<file path="src/rtl/video_timing_gen.sv">
// Raster timing generator: pixel/line counters, active-area flags, line/frame/prefetch
// strobes and a sticky vblank interrupt, advanced by a divided pixel tick.
module video_timing_gen #(
    parameter int H_ACTIVE = 320,
    parameter int V_ACTIVE = 240,
    parameter int H_BLANK  = 80,
    parameter int V_BLANK  = 80,
    parameter int PIX_DIV  = 1,
    parameter int PREFETCH = 8,
    parameter int CNT_W    = 10
) (
    input  logic             clk,
    input  logic             rst,
    input  logic             en,
    input  logic             irq_ack,
    output logic [CNT_W-1:0] hcnt,
    output logic [CNT_W-1:0] vcnt,
    output logic             de,
    output logic             vblank,
    output logic             line_start,
    output logic             frame_start,
    output logic             prefetch,
    output logic             vblank_irq,
    output logic [15:0]      frame_cnt
);

    localparam int H_TOTAL = H_ACTIVE + H_BLANK;
    localparam int V_TOTAL = V_ACTIVE + V_BLANK;
    localparam int DIV_W   = (PIX_DIV > 1) ? $clog2(PIX_DIV) : 1;

    localparam logic [CNT_W-1:0] H_LAST   = CNT_W'(H_TOTAL - 1);
    localparam logic [CNT_W-1:0] V_LAST   = CNT_W'(V_TOTAL - 1);
    localparam logic [CNT_W-1:0] H_ACT    = CNT_W'(H_ACTIVE);
    localparam logic [CNT_W-1:0] V_ACT    = CNT_W'(V_ACTIVE);
    localparam logic [CNT_W-1:0] V_ACT_M1 = CNT_W'(V_ACTIVE - 1);
    localparam logic [CNT_W-1:0] H_PF     = CNT_W'(H_TOTAL - PREFETCH);
    localparam logic [DIV_W-1:0] DIV_LAST = DIV_W'(PIX_DIV - 1);

    logic [DIV_W-1:0] div;
    logic             tick;
    logic             h_wrap;
    logic [CNT_W-1:0] h_nxt;
    logic [CNT_W-1:0] v_nxt;
    logic             next_line_active;

    always_comb begin
        tick   = en && (div == DIV_LAST);
        h_wrap = (hcnt == H_LAST);
        h_nxt  = h_wrap ? '0 : hcnt + CNT_W'(1);
        v_nxt  = vcnt;
        if (h_wrap) begin
            v_nxt = (vcnt == V_LAST) ? '0 : vcnt + CNT_W'(1);
        end
        // Prefetch never lands on a wrap tick, so vcnt is still the line being drawn.
        next_line_active = (vcnt < V_ACT_M1) || (vcnt == V_LAST);
    end

    always_ff @(posedge clk) begin
        if (rst) begin
            div         <= '0;
            hcnt        <= H_LAST;
            vcnt        <= V_LAST;
            de          <= 1'b0;
            vblank      <= 1'b1;
            line_start  <= 1'b0;
            frame_start <= 1'b0;
            prefetch    <= 1'b0;
            vblank_irq  <= 1'b0;
            frame_cnt   <= '0;
        end else begin
            line_start  <= 1'b0;
            frame_start <= 1'b0;
            prefetch    <= 1'b0;
            if (en) begin
                div <= tick ? '0 : div + DIV_W'(1);
            end
            if (irq_ack) begin
                vblank_irq <= 1'b0;
            end
            if (tick) begin
                hcnt        <= h_nxt;
                vcnt        <= v_nxt;
                de          <= (h_nxt < H_ACT) && (v_nxt < V_ACT);
                vblank      <= (v_nxt >= V_ACT);
                line_start  <= (h_nxt == '0);
                frame_start <= (h_nxt == '0) && (v_nxt == '0);
                prefetch    <= (h_nxt == H_PF) && next_line_active;
                // Placed after the ack clear so a coincident set wins.
                if ((h_nxt == '0) && (v_nxt == V_ACT)) begin
                    vblank_irq <= 1'b1;
                end
                if ((h_nxt == '0) && (v_nxt == '0)) begin
                    frame_cnt <= frame_cnt + 16'd1;
                end
            end
        end
    end

endmodule
</file>
<file path="config.mk">
export PLATFORM = sky130hd
export DESIGN_NAME = video_timing_gen
export DESIGN_NICKNAME = d
export VERILOG_FILES = /design/src/rtl/video_timing_gen.sv
export SDC_FILE = /design/constraint.sdc
export NUM_CORES = 1
export LEC_CHECK = 0
export CAP_MARGIN = 20
export CORE_ASPECT_RATIO = 0.8
export CORE_MARGIN = 5
export CORE_UTILIZATION = 30
export CTS_BUF_LIST = sky130_fd_sc_hd__clkbuf_8
export CTS_CLUSTER_DIAMETER = 50
export DETAILED_ROUTE_END_ITERATION = 10
export MAX_ROUTING_LAYER = met4
export PLACE_DENSITY = 0.53
export REMOVE_ABC_BUFFERS = 1
export SETUP_SLACK_MARGIN = 0.3
export SKIP_LAST_GASP = 1
export SYNTH_ARGS = -nofsm -noshare
export SYNTH_HDL_FRONTEND = slang
export SYNTH_SLANG_ARGS = --single-unit
</file>
<file path="constraint.sdc">
create_clock -name clk -period 3 [get_ports clk]
set_input_delay 0.3 -clock clk [delete_from_list [all_inputs] [get_ports clk]]
set_output_delay 0.3 -clock clk [all_outputs]
set_load 0.01 [all_outputs]
</file>
After elaboration in Yosys (flattened, before gate mapping)
Index checks and enable logic that the tools add are counted.

cells by class
  add/sub/neg operators = 4
  order comparisons = 4
  eq/ne operators = 4
  mux-type cells = 7
  bitwise gates (word level) = 2
  reduce and logical (&&, ||, !) cells = 10

operators by type and width
  operator                 number
  $eq A10 B9 Y1 const B    3
  $mux W10                 3
  $add A10 B1 Y10 const B  2
  $logic_not A10 Y1        2
  $lt A10 B8 Y1 const B    2
  $add A16 B1 Y16 const B  1
  $eq A10 B8 Y1 const B    1
  $ge A10 B8 Y1 const B    1
  $lt A10 B9 Y1 const B    1
  $logic_and A1 B1 Y1      5
  $mux W1                  4
  $not A1 Y1               2
  $reduce_and A2 Y1        1
  $reduce_or A2 Y1         1
  $add A1 B1 Y1 const B    1
  $logic_or A1 B1 Y1       1

word-level totals
  flip-flop bits (word level) = 43
  bits of input ports = 4
  output and inout port bits = 42
  word-level logic and storage cells = 41

Longest topological paths before layout
  depth in word-level cells = 7
  mapped depth = 11
  depth with buffers taken out = 8

Worst setup path after synthesis
OpenSTA, ideal clock, no wires.

  path type = register -> register
  from = register hcnt[0]
  to = register frame_cnt[15]
  data arrival time = 2.786 ns
  slack = 0.082 ns
  stages on the path, launching flop included = 11
  clock period less this slack = 2.918 ns
  cells stage by stage = dfxtp_1 > ha_1 > clkbuf_1 > nand3_1 > nor4_4 > mux2i_1 > nand4_1 > nor4b_4 > buf_6 > a31o_1 > a21oi_1

between the ends
  cells in the longest elaborated chain, start to end = 5
  elaborated cells on any way between the ends = 8
  those cells by class = add/sub (1); eq/ne (1); mux (2); reduce/logical (4)

RTL lines
  element                                           RTL line  text
  from (decl)                                       16        output logic [CNT_W-1:0] hcnt,
  from (signal assigned)                            81        hcnt <= h_nxt;
  $add A10 B1 Y10 or $eq A10 B9 Y1 (tied branches)  49, 48
  $mux W10 (on tied branches)                       49, 51
  $logic_not A10 Y1                                 92        if ((h_nxt == '0) && (v_nxt == '0)) begin
  $logic_and A1 B1 Y1 (*)                           92
  $reduce_and A2 Y1 (no source line) (*)            -
  to (signal assigned)                              93        frame_cnt <= frame_cnt + 16'd1;
  to (decl)                                         24        output logic [15:0] frame_cnt

Mark *: on every way between the ends. The rest lies on a longest branch, timed or not.
A chain may end at the register's enable or synchronous reset.

Worst setup path in the final report
  from = register hcnt[9]
  to = register frame_cnt[14]

Same word-level chain as after synthesis.

==> reports/metrics.yaml <==
synthCells: 328
setup_tns_ns: 0
synthTopCellsByArea: "dfxtp_1, a21oi_1, nand4_1"
nFillCells: 909
ir_drop_uv: 250
grt_pass1_wl_um: 12600
fp.coreArea_mm2: 0.00896
rows: 31
maxCapViolations: 0
cts_root_buf: "clkbuf_8"
finClkSkew_ns: 0.00578
drt-wirelength-per-cell_um: 15.6
cts_max_level: 2
final_util_pct: 40.1
r2r_cells: 7
slew_headroom_pct: 63.8
fmax_mhz: 388
status: "completed"
cts.reportedPaths.clkPinSlew_ns: 0.09
worstHoldPathType: "reg2reg"
required_ns: 3.19
grt.total_usage_pct: 14.8
maxSlewViolCount: 0
rsz0062_at_grt: "no"
antenna_cells: 0
synth_cell_type_count: 62
gp_congestion: 0.849
area_growth_pct: 32.0
syn-cell-area_mm2: 0.00272
finalHoldViolCount: 0
syn_area_per_cell_um2: 8.30
worst-endpoint-arrival_ns: 2.77
drt_pass1_iterations: 4
synth_edf_count: 0
start_kind: "register"
cts_buffers: 5
period_share_pct: 86.0
crit_type: "reg2reg"
wl_um: 7860
finalCriticalPeriod_ns: 2.58
leakage_nw: 1.29
die_area_mm2: 0.0111
worst_pin_slew_ns: 0.541
ys_seq_area_share_pct: 31.6
crit_path_end_kind: "register"
ant_nets: 0
power_density_mw_per_mm2: 478
die_w_um: 116
cts.sinks: 43
fin_nets: 395
drc: 0
clock_path_buffers: 2
worstSkewPairLatency_ns: 0.30
detailed_place_hpwl_um: 5680
synth_top_area_share_pct: 31.6
cts_tree: "built"
die_h_um: 95.2
ys_ff_latch: 43
first_global_vias: 2443
drt_iter0_drc: 108
yosysWarningCount: 0
yosys_most_used_dff: "dfxtp_1"
antenna_found_initial: 0
vias: 2680
overflow: 0
yosysTopAreaCell: "dfxtp_1"
setup_viol: 0
portBuffers: 45
drive_gt1_share_pct: 19.3
cp_max_fo: 7
start_util_pct: 30.4
grt_max_degree: 45
min_path_cells: 2
num_io_pins: 46
hold_ws_ns: 0.478
routed_via_density: 5.33
synthArstFlopShare_pct: 0
metrics by stage:
step / worst slack (ns) / power [mW] / std cells / area [um2]
3_3_place_gp: 0.301 / 1.19 / 488 / 3380
5_1_grt: 0.301 / 1.80 / 503 / 3590
4_1_cts: 0.315 / 1.69 / 498 / 3510
2_1_floorplan: 0.0881 / 0.974 / 303 / 2570
3_5_place_dp: 0.241 / 1.19 / 488 / 3380
6_report: 0.421 / 1.71 / 503 / 3590
routing by layer:
layer | up-vias | GRT usage [%] | routed length (um) | share of wire (%)
li1 | 1339 | - | - | -
met1 | 1271 | 20.5 | 3890 | 49
met2 | 62 | 22.1 | 3530 | 45
met3 | 8 | 2.60 | 346 | 4.4
met4 | 0 | 4.15 | 97 | 1.2
met5 | - | - | 0 | 0
critical path, stage by stage (launching register included):
cell and delay, ns:
dfxtp_2 0.36, or4_4 0.60, nor3_4 0.26, and4_4 0.28, xnor2_1 0.18, nand4_1 0.26, nor3_2 0.18, mux2_2 0.34
worst paths after layout:
kind,from,endpoint,slack [ns]
worst max register to register,hcnt[9],frame_cnt[14],0.42
worst min register to register,vblank_irq,vblank_irq,0.48
worst max-delay path,hcnt[9],frame_cnt[14],0.42
worst min-delay path,vblank_irq,vblank_irq,0.48
flip-flops by register name, indices dropped and copies added (netlist names):
signal	cells
de	1
div	1
frame_cnt	16
frame_start	1
hcnt	10
line_start	1
prefetch	1
vblank	1
vblank_irq	1
vcnt	10
layout make-up:
cell class	instances	area, um2	area share [%]
tap	115	144	4.01
multi-input combinational	246	1700	47.2
sequential	43	865	24.1
inverter	14	52.6	1.46
clock buffer	6	82.6	2.30
clock inverter	2	35.0	0.976
timing repair buffer	77	716	19.9
report_power, final:
| group | switching, mW | total (mW) | internal (mW) |
|---|---|---|---|
| Clock | 0.216 | 0.486 | 0.270 |
| Combinational | 0.327 | 0.601 | 0.273 |
| Sequential | 0.0292 | 0.628 | 0.599 |
| Total | 0.573 | 1.71 | 1.14 |
Yosys cell counts, types with 3 or more instances:
| library cell | count |
|---|---|
| o21ai_0 | 10 |
| xnor2_1 | 4 |
| nor4_1 | 6 |
| clkbuf_1 | 17 |
| nor2_1 | 26 |
| and3_1 | 9 |
| nand3_1 | 11 |
| and2_1 | 3 |
| a211o_1 | 8 |
| ha_1 | 4 |
| buf_6 | 7 |
| a31oi_1 | 4 |
| or3_1 | 3 |
| a31o_1 | 6 |
| nand2_1 | 20 |
| nand4_1 | 20 |
| inv_1 | 14 |
| nand2b_1 | 5 |
| xor2_1 | 6 |
| a31o_2 | 6 |
| or4_1 | 3 |
| nor3_1 | 11 |
| dfxtp_1 | 43 |
| a21oi_1 | 29 |
| nor2b_1 | 7 |
timing repair:
action / CTS / global route
buffers inserted: 2 / 5
resized for setup: 0 / 10
hold buffers: 0 / 0
setup endpoints to repair: 2 / 19
pin swaps: 2 / 7
cells in the final DEF, fill, tap and decap left out, types with 3 or more instances in the layout:
master            n
inv_1            14
buf_4            30
and3_1            9
o21ai_0          10
clkdlybuf4s50_1  45
nand4_1          20
nor2_1           26
a211o_1           8
nor3_1            9
nor2b_1           7
a31o_1            6
and2_1            3
clkbuf_8          6
or4_1             3
nand3_2           3
nor4_1            5
a31oi_1           4
xnor2_1           4
dfxtp_1          40
nand3_1           8
xor2_1            5
ha_1              4
or3_1             3
nand2_1          20
nand2b_1          5
a31o_2            6
a21oi_1          29
dfxtp_2           3
cell families (layout without fill, tap and decap cells):
logic type | after synthesis | count (layout) | share of synthesized area, %
multiplexers | 3 | 3 | 1.20
adder cells (fa/ha/maj) | 4 | 4 | 1.84
XOR/XNOR | 11 | 11 | 3.82
buffers and inverters | 39 | 99 | 7.45
AND/OR/NAND/NOR | 145 | 145 | 32.5
flip-flops | 43 | 43 | 31.6
AO/OA/AOI/OAI | 83 | 83 | 21.6
No activity file was read; power rests on OpenSTA's default activity.
